**src/rtl/div_issue.sv**
```systemverilog
// div_issue: EX-stage initiator for the iterative divider.
// Owns the start/annul handshake, the pipeline stall request and the HI/LO write of the result.
`default_nettype none

module div_issue #(
  parameter int TIMEOUT = 48
) (
  input  logic        clk,
  input  logic        rst,
  input  logic [7:0]  aluop_i,
  input  logic [31:0] reg1_i,
  input  logic [31:0] reg2_i,
  input  logic        flush_i,
  input  logic        stall_ex_i,
  input  logic        div_ready_i,
  input  logic [63:0] div_result_i,
  output logic        div_start_o,
  output logic        div_annul_o,
  output logic        div_signed_o,
  output logic [31:0] div_opdata1_o,
  output logic [31:0] div_opdata2_o,
  output logic        stallreq_o,
  output logic        whilo_o,
  output logic [31:0] hi_o,
  output logic [31:0] lo_o,
  output logic        err_o
);

  localparam logic [7:0] EXE_DIV_OP  = 8'b00011010;
  localparam logic [7:0] EXE_DIVU_OP = 8'b00011011;
  localparam int         CNT_W       = $clog2(TIMEOUT);

  typedef enum logic [1:0] {
    S_IDLE  = 2'd0,
    S_BUSY  = 2'd1,
    S_DONE  = 2'd2,
    S_ABORT = 2'd3
  } state_t;

  state_t             state, state_n;
  logic [CNT_W-1:0]   cnt, cnt_n;
  logic               start_n, annul_n, whilo_n;
  logic               latch_ops, capture;
  logic               is_div;

  assign is_div = (aluop_i == EXE_DIV_OP) || (aluop_i == EXE_DIVU_OP);

  always_comb begin
    state_n    = state;
    cnt_n      = cnt;
    start_n    = div_start_o;
    annul_n    = 1'b0;
    whilo_n    = whilo_o;
    latch_ops  = 1'b0;
    capture    = 1'b0;
    err_o      = 1'b0;
    stallreq_o = 1'b0;
    case (state)
      S_IDLE: begin
        if (is_div && !flush_i) begin
          state_n    = S_BUSY;
          start_n    = 1'b1;
          latch_ops  = 1'b1;
          cnt_n      = '0;
          stallreq_o = 1'b1;
        end
      end
      S_BUSY: begin
        stallreq_o = 1'b1;
        cnt_n      = cnt + CNT_W'(1);
        if (flush_i) begin
          state_n = S_ABORT;
          start_n = 1'b0;
          annul_n = 1'b1;
          cnt_n   = '0;
        end else if (div_ready_i) begin
          state_n = S_DONE;
          capture = 1'b1;
          whilo_n = 1'b1;
        end else if (cnt == CNT_W'(TIMEOUT - 1)) begin
          state_n = S_ABORT;
          start_n = 1'b0;
          err_o   = 1'b1;
          cnt_n   = '0;
        end
      end
      S_DONE: begin
        // start stays high so the divider parks in its end state until EX moves on
        if (flush_i || !stall_ex_i) begin
          state_n = S_IDLE;
          start_n = 1'b0;
          whilo_n = 1'b0;
        end
      end
      S_ABORT: begin
        // two cycles of start low lets the divider fall back to free from any state
        stallreq_o = 1'b1;
        start_n    = 1'b0;
        whilo_n    = 1'b0;
        cnt_n      = cnt + CNT_W'(1);
        if (cnt == CNT_W'(1)) begin
          state_n = S_IDLE;
          cnt_n   = '0;
        end
      end
      default: state_n = S_IDLE;
    endcase
  end

  always_ff @(posedge clk) begin
    if (rst) begin
      state         <= S_IDLE;
      cnt           <= '0;
      div_start_o   <= 1'b0;
      div_annul_o   <= 1'b0;
      div_signed_o  <= 1'b0;
      div_opdata1_o <= '0;
      div_opdata2_o <= '0;
      whilo_o       <= 1'b0;
      hi_o          <= '0;
      lo_o          <= '0;
    end else begin
      state       <= state_n;
      cnt         <= cnt_n;
      div_start_o <= start_n;
      div_annul_o <= annul_n;
      whilo_o     <= whilo_n;
      if (latch_ops) begin
        div_opdata1_o <= reg1_i;
        div_opdata2_o <= reg2_i;
        div_signed_o  <= (aluop_i == EXE_DIV_OP);
      end
      if (capture) begin
        hi_o <= div_result_i[63:32];
        lo_o <= div_result_i[31:0];
      end
    end
  end

endmodule

`default_nettype wire
```
**config.mk**
```make
export PLATFORM = sky130hd
export DESIGN_NAME = div_issue
export DESIGN_NICKNAME = d
export VERILOG_FILES = /design/src/rtl/div_issue.sv
export SDC_FILE = /design/constraint.sdc
export NUM_CORES = 1
export LEC_CHECK = 0
export CAP_MARGIN = 10
export CORE_ASPECT_RATIO = 1.1
export CORE_UTILIZATION = 39
export DETAILED_ROUTE_END_ITERATION = 6
export GPL_TIMING_DRIVEN = 0
export PLACE_DENSITY = 0.79
export SLEW_MARGIN = 10
export SYNTH_ARGS = -nofsm -noshare
export SYNTH_HDL_FRONTEND = slang
export SYNTH_SLANG_ARGS = --single-unit
```
**constraint.sdc**
```tcl
create_clock -name clk -period 1.8 [get_ports clk]
set_input_delay 0.36 -clock clk [delete_from_list [all_inputs] [get_ports clk]]
set_output_delay 0.36 -clock clk [all_outputs]
set_load 0.05 [all_outputs]
```
Word level (Yosys, flattened, before mapping)

Index checks and enable logic that the tools add are counted.

Register bits after elaboration: 140
Bits of input ports: 141
Output and inout port bits: 134
Logic and storage cells: 74

Add/sub/neg operators: 1
Equality and inequality tests: 15
Multiplexer cells: 33
Bitwise gates (word level): 1
Reductions and logical operators: 14

Operators by type and width:

| kind                                                 | number |
|---|---|
| 2-to-1 mux 6 bit                                     | 5 |
| case mux 6 bit (3 select lines)                      | 1 |
| 2-to-1 mux 1 bit                                     | 17 |
| equality test 8 x 5 -> 1 bit (second input constant) | 2 |
| 2-to-1 mux 2 bit                                     | 6 |
| AND reduction 4 bit                                  | 3 |
| inequality test 2 bit (second input constant)        | 5 |
| case mux 2 bit (4 select lines)                      | 1 |
| adder 6 x 1 -> 6 bit (second input constant)         | 1 |
| equality test 6 x 1 -> 1 bit (second input constant) | 1 |
| equality test 6 bit (second input constant)          | 1 |
| inequality test 3 bit (second input constant)        | 2 |
| nonzero test 3 bit                                   | 2 |
| equality test 2 bit (second input constant)          | 2 |
| inequality test 4 bit (second input constant)        | 1 |
| case mux 1 bit (4 select lines)                      | 1 |
| OR reduction 2 bit                                   | 2 |
| case mux 1 bit (3 select lines)                      | 1 |
| equality test 2 x 1 -> 1 bit (second input constant) | 1 |
| logical NOT 1 bit                                    | 2 |
| logical NOT 2 bit                                    | 1 |
| logical OR 1 bit                                     | 2 |
| case mux 1 bit (2 select lines)                      | 1 |
| AND reduction 2 bit                                  | 1 |
| other kinds (2)                                      | 2 |

Longest topological paths before layout

Gate-level depths: netlist of run 1.

Depth in word-level cells: 5
Depth in mapped cells: 6
Depth with buffers taken out: 5

Least setup slack after synthesis of run 1

OpenSTA, ideal clock, no wires.

Path type: register to output
Start point: register cnt[0]
End point: output err_o
Arrival time: 1536 ps
Required time: 1440 ps
Setup slack: -96 ps
Cell stages (with the launch flop): 5
Path buffers: 0
Cells stage by stage: dfxtp_1 > ha_1 > and3_1 > nand3_1 > nor2_1

Word-level cells in the longest chain between the ends: 5

Ends and longest elaborated chain:

| element                | RTL line | RTL |
|---|---|---|
| from (decl)            | 41       | `logic [CNT_W-1:0] cnt, cnt_n;` |
| from (signal assigned) | 124      | `cnt <= cnt_n;` |
| equality test 6 bit    | 80       | `end else if (cnt == CNT_W'(TIMEOUT - 1)) begin` |
| 2-to-1 mux 1 bit       | 80       |  |
| 2-to-1 mux 1 bit       | 76       | `end else if (div_ready_i) begin` |
| 2-to-1 mux 1 bit       | 71       | `if (flush_i) begin` |
| 2-to-1 mux 1 bit       | 58       | `case (state)` |
| to (decl)              | 26       | `output logic err_o` |

Every way passes these cells.

Worst setup path after layout of run 1

Start point: input div_ready_i
End point: output err_o

Word-level cells in the longest chain between the ends: 3

Ends and longest elaborated chain:

| element          | RTL line | RTL |
|---|---|---|
| from (decl)      | 15       | `input logic div_ready_i,` |
| 2-to-1 mux 1 bit | 76       |  |
| 2-to-1 mux 1 bit | 71       |  |
| 2-to-1 mux 1 bit | 58       |  |

Every way passes these cells.

==> key figures, run 1 <==
Outcome
  – Status: finished, violations left
  – Failing checks: DRC, setup timing

Timing
  – Worst Tran Pin Value: between 0.6 and 0.7 ns
  – Unrepaired setup endpoints after global routing: yes
  – PnR worst setup slack: -0.0304 ns
  – Setup Skew: roughly 0.006 ns
  – Final Max Tran Viols: 0
  – Fmax: 546 MHz
  – Final Hold Fails: 0
  – Post-route minimum period: ~1.8 ns
  – Final Cycle Share: 102%
  – Slew HR: 57.1%
  – Final setup fails: 1
  – Worst-case hold slack: between 0.3 and 0.4 ns

Synthesis
  – Sequential-to-total area share from yosys stat: 54.2%
  – Synth Instances: 640
  – Synthesized area per cell: between 8 and 9 um^2
  – Mapped Nets: a little under 800
  – Syn. warnings: 0
  – Synth Register Bits: 140
  – Yosys cell types: 36
  – Syn Std Cell Area: approximately 5200 um^2

Global route
  – Vias in the first global route: between 5k and 6k
  – Initial antenna violation count: 0
  – Overall routing resource usage: between 20 and 25%
  – Global Route met2 Usage: between 40% and 50%
  – Met3 GRT Util: 10.3%
  – GR peak layer: met2
  – Met1 Track Usage GR: 25.3%
  – Overflow after GRT: 0
  – First-pass GRT wire length: approximately 26,000 um
  – Largest net degree at the start of global routing: 17

Placed design
  – Cell total after placement: ~1.1k
  – Dpl hpwl: between 10,000 and 15,000 um
  – # port buffers: ~270
  – Final Wtd Congestion: between 0.8 and 0.9

Final layout
  – Most common cell after layout, fill and taps aside: nand2_1
  – Layout cells sized above 1: between 10% and 20%
  – Final net count: 1,089
  – Highest-count cells in the layout ignoring fill and taps: nand2_1 (268), dfxtp_1 (136), dlygate4sd2_1 (135)
  – Final Instance Count excl. Fillers: around 1.1k
  – # diodes: 0
  – Syn-to-layout area delta: 69.9%

Clocking
  – Root Driver: clkbuf_16
  – Reg clk slew, reported paths: roughly 0.060 ns
  – Clock buffer count from CTS: 17
  – Max H-tree Level: 4
  – Hold buffers post-CTS: 0
  – Clk_lat worst skew: slightly above 0.4 ns
  – Clock tree buffer depth: 2
  – Num Clock Sinks: 140
  – TritonCTS clock tree: yes

Min path
  – Tightest Hold Check Type: in2reg
  – Worst Hold Depth: 3

Power and ir drop
  – P_leak: 3.73 nW
  – Peak supply drop: approximately 0.47 mV
  – Power Density: ~820 nW/um^2

Setup path
  – Critical Path AT: 1.47 ns
  – CP Class: in2out
  – Worst path required time: between 1 and 1.5 ns
  – Critical path peak fanout: 4
  – CP Launch Type: primary input
  – Crit. End Element: output port
  – R2R depth: 5

Die
  – Row cnt: 43
  – Die width: about 110 um
  – Die area: approximately 14,000 um^2
  – Die height: approximately 120 um
  – Core region area: 12,800 um^2
  – Num ports: 275
  – Initial core utilization: 40.5%

Drt
  – WL/cell: 15.0 um
  – Via count: ~5.4k
  – Post-route ant nets: 0
  – Via density: approximately 4.9
  – DRT iter0 DRCs: about 270
  – DRT Wirelength: between 15,000 and 20,000 um
  – First drt pass iteration count: 7
  – DRC viols: 22

Flow run
  – Max-Cap Viols: 0
-- cell type report --
class,count,area (um^2)
fill,1113,3970
sequential,140,2810
timing repair buffer,287,2710
multi-input combinational,453,2150
clock buffer,18,429
buffer,43,298
tap,157,196
clock inverter,13,175
inverter,4,15.0
-- synth_stat cells, drive strengths merged --
cell	n	area share (%)
o21ai	7	0.68
nand3b	1	0.15
nand4b	1	0.17
a32oi	1	0.17
nor4	1	0.12
a21oi	134	14
nand2	269	20
or3	1	0.12
buf	16	3.4
xnor2	1	0.17
a2111oi	1	0.17
o211ai	2	0.29
nor3	3	0.29
clkbuf	27	2.0
or2	1	0.12
a311o	1	0.19
a31oi	1	0.12
nor4b	2	0.75
a311oi	2	0.34
nand2b	2	0.24
and3b	1	0.17
dfxtp	140	54
inv	4	0.29
nand3	4	0.39
o2111ai	1	0.17
and3	2	0.24
a211oi	1	0.15
nor2b	3	0.36
nor2	7	0.56
mux2	1	0.22
ha	2	0.48
-- state kept, by name, summed over array words and instances (netlist names) --
name / count
hi_o: 32
lo_o: 32
cnt: 6
div_opdata2_o: 32
state: 2
div_annul_o: 1
div_start_o: 1
div_opdata1_o: 32
div_signed_o: 1
whilo_o: 1
-- final timing paths --
kind                    start     endpoint  slack, ns
setup / recovery  div_ready_i        err_o      -0.03
hold / removal        flush_i  div_annul_o       0.34
setup reg to reg     state[0]     lo_o[16]       0.07
hold reg to reg      lo_o[13]     lo_o[13]       0.45
-- routing by layer --
layer  part of all wire, %  routed length [um]  vias to the layer above
li1                      -                   -                     2700
met3                    11                1820                       24
met2                    50                8420                      229
met5                     0                   0                        -
met1                    37                6140                     2485
met4                   2.0                 333                        0
-- what timing repair did --
action                     4_1_cts  5_1_grt
setup endpoints to repair      217      113
cloned                           1        1
pin swaps                        3        4
setup buffers                    8        3
resized for setup              170       26
-- stage by stage --
stage	utilization [%]	setup TNS (ns)	worst slack (ns)	total power, W	area (um^2)
floorplan	-	0	0.111	0.00328	5170
global placement	63.6	-72.74	-0.926	0.00364	8110
detailed placement	63.6	-73.20	-0.913	0.00364	8110
CTS	68.1	-0.118	-0.0966	0.00723	8690
global route	68.9	-1.69	-0.0878	0.00742	8780
finish	68.9	-0.0304	-0.0304	0.00718	8780
-- logic make-up (layout without fill, tap and decap cells) --
kind of cell             Yosys count  after routing  synth area share, %
buffers and inverters             47            365                 5.66
multiplexers                       1              1                0.218
flip-flops                       140            140                 54.2
adder cells (fa/ha/maj)            2              2                0.484
XOR/XNOR                           1              1                0.169
AND/OR/NAND/NOR                  298            298                 23.2
AO/OA/AOI/OAI                    151            151                 16.0
-- report_power, final --
part	internal [W]	switching (W)	total (W)	leakage (nW)
registers	0.00311	0.00000487	0.00311	1.13
logic	0.000300	0.000169	0.000468	2.31
clock network	0.00229	0.00131	0.00360	0.287
total	0.00570	0.00148	0.00718	3.73
-- worst max-delay path, cell delays in order --
cell,delay [ns]
clkdlybuf4s50_1,0.47
nor2_1,0.24
nand3_4,0.11
nor2_4,0.12
buf_6,0.16
(Power assumes the default switching activity.)
==> run 2: changes to the inputs <==
--- a/config.mk
+++ b/config.mk
@@ -5,8 +5,7 @@
 export SDC_FILE = /design/constraint.sdc
 export NUM_CORES = 1
 export LEC_CHECK = 0
-export CAP_MARGIN = 10
-export CORE_ASPECT_RATIO = 1.1
+export CORE_ASPECT_RATIO = 0.8
 export CORE_UTILIZATION = 39
 export DETAILED_ROUTE_END_ITERATION = 6
 export GPL_TIMING_DRIVEN = 0
==> run 2 against run 1 <==
The flow finishes with violations (setup timing). Clock skew about the same. First-iteration DRC count is 5.3% higher. Maximum frequency fell by 2.0%. Critical path type is now reg2out. Largest cell class unchanged.
==> key figures, run 2 (synthesis results as in run 1) <==
Clocking
  – Root Driver: clkbuf_16 (unchanged)
  – Num Clock Sinks: 140 (unchanged)
  – TritonCTS clock tree: yes (unchanged)
  – Clock buffer count from CTS: 17 (unchanged)
  – Hold buffers post-CTS: 0 (unchanged)
  – Reg clk slew, reported paths: 0.05 ns (was 0.06 ns)
  – Max H-tree Level: 4 (unchanged)
  – Clk_lat worst skew: 0.41 ns (about the same)
  – Clock tree buffer depth: 2 (unchanged)

Final layout
  – Post-layout utilization of the core: 67.2% (was 68.9%)
  – Syn-to-layout area delta: 67.9% (was 69.9%)
  – Final Instance Count excl. Fillers: 1,125 (was 1,115)
  – Final net count: 1,080 (was 1,089)
  – Area occupied by multi-input gates: 2130 um^2 (was 2150 um^2)
  – Cell area after layout: 8680 um^2 (was 8780 um^2)
  – Total area of sequential cells: 2810 um^2 (about the same)
  – Layout cells sized above 1: 9.37% (was 10.6%)
  – Highest-count cells in the layout ignoring fill and taps: nand2_1 (269), dlygate4sd2_1 (137), dfxtp_1 (135) (was nand2_1 (268), dfxtp_1 (136), dlygate4sd2_1 (135))
  – FILL cells: 1,140 (was 1,113)
  – # diodes: 0 (unchanged)
  – Most common cell after layout, fill and taps aside: nand2_1 (unchanged)

Timing
  – Unrepaired setup endpoints after global routing: yes (unchanged)
  – Fmax: 535 MHz (was 546 MHz)
  – Final Max Tran Viols: 0 (unchanged)
  – Final Hold Fails: 0 (unchanged)
  – Worst Tran Pin Value: 0.694 ns (was 0.643 ns)
  – PnR worst setup slack: -0.0685 ns (was -0.0304 ns)
  – Setup Skew: 0.00611 ns (was 0.00597 ns)
  – Post-route minimum period: 1.87 ns (was 1.83 ns)
  – Final Cycle Share: 104% (was 102%)
  – Slew HR: 53.4% (was 57.1%)
  – Final setup fails: 1 (unchanged)

Drt
  – First drt pass iteration count: 4 (was 7)
  – Via density: 4.69 (was 4.88)
  – DRT Wirelength: 16,200 um (was 16,700 um)
  – Post-route ant nets: 0 (unchanged)
  – DRT iter0 DRCs: 279 (was 265)
  – WL/cell: 14.4 um (was 15.0 um)
  – Via count: 5,275 (was 5,438)
  – DRC viols: 0 (was 22)

Min path
  – Worst hold start: hi_o[22] (was flush_i)
  – Tightest Hold Check Type: reg2reg (was in2reg)
  – Worst Hold Depth: 2 (was 3)

Die
  – Core region area: 12,900 um^2 (was 12,800 um^2)
  – Die width: 131 um (was 112 um)
  – Row cnt: 37 (was 43)
  – Initial core utilization: 40.0% (was 40.5%)
  – Num ports: 275 (unchanged)
  – Die height: 105 um (was 123 um)
  – Die area: 13,700 um^2 (about the same)

Placed design
  – # port buffers: 274 (unchanged)
  – Placed cell area: 8130 um^2 (was 8110 um^2)
  – Dpl hpwl: 11,800 um (was 12,100 um)
  – DP Worst Slack: -0.869 ns (was -0.913 ns)
  – Final Wtd Congestion: 0.858 (was 0.812)
  – Cell total after placement: 1,089 (was 1,071)

Global route
  – Overflow after GRT: 0 (unchanged)
  – Overall routing resource usage: 23.9% (was 24.5%)
  – First-pass GRT wire length: 25,300 um (was 25,800 um)
  – Initial antenna violation count: 0 (unchanged)
  – Largest net degree at the start of global routing: 17 (unchanged)
  – Vias in the first global route: 5,012 (was 5,227)

Setup path
  – Launch point of the worst path: cnt[1] (was div_ready_i)
  – R2R depth: 4 (was 5)
  – Worst path required time: 1.44 ns (about the same)
  – Crit. End Element: output port (unchanged)
  – CP Launch Type: flip-flop (was primary input)
  – Reg2Reg Launch Point: cnt[5] (was state[0])
  – CP Class: reg2out (was in2out)
  – Critical Path AT: 1.51 ns (was 1.47 ns)
  – Critical path peak fanout: 4 (unchanged)

Outcome
  – Failing checks: setup timing (was DRC, setup timing)
  – Status: finished, violations left (unchanged)

Power and ir drop
  – Power Density: 814 nW/um^2 (was 818 nW/um^2)
  – P_leak: 3.63 nW (was 3.73 nW)
  – Post-layout total power: 0.00706 W (was 0.00718 W)
  – Peak supply drop: 0.593 mV (was 0.467 mV)

Flow run
  – Max-Cap Viols: 0 (unchanged)
-- run 2: worst paths after layout --
path | slack, ns | to
hold / removal | 0.45 | hi_o[22]
hold reg to reg | 0.45 | hi_o[22]
setup / recovery | -0.07 | err_o
setup reg to reg | 0.16 | cnt[5]
-- run 2: layout make-up --
class	count	area share, %
repair buffers	278	30.1
multi-input cells	453	24.6
well taps	175	2.52
flip-flops and latches	140	32.4
clock buffers	24	5.43
inverters	4	0.173
plain buffers	43	3.46
clock inverters	8	1.33
-- run 2: timing repair --
action | CTS | global route
pin swaps | 5 | 4
buffers inserted | 1 | 3
resized for setup | 170 | 31
setup endpoints to repair | 204 | 106
-- run 2: power breakdown --
part / total [W] / leakage, nW / switching (W) / internal (W)
combinational: 0.000462 / 2.21 / 0.000166 / 0.000296
clock: 0.00349 / 0.292 / 0.00125 / 0.00224
sequential: 0.00311 / 1.13 / 0.00000460 / 0.00310
-- run 2: through the flow --
step | TNS, ns | hold WS [ns]
floorplan | 0 | 0.473
global placement | -71.03 | 0.441
detailed placement | -76.54 | 0.446
CTS | -0.114 | 0.447
global route | -0.418 | 0.464
finish | -0.0685 | 0.447
-- run 2: per-layer routing --
layer  vias up  share of wire [%]  global-route usage (%)
li1       2691                  -                       -
met1      2366                 44                    29.8
met2       181                 46                    37.6
met3        37                7.3                    7.01
met4         0                2.7                    11.1
met5         -                  0                       0
-- run 2: worst max-delay path: stages, from the launching register on --
cell and delay, ns:
dfxtp_4 0.37, ha_4 0.13, and3_4 0.22, nand3_4 0.09, nor2_4 0.14, buf_8 0.15
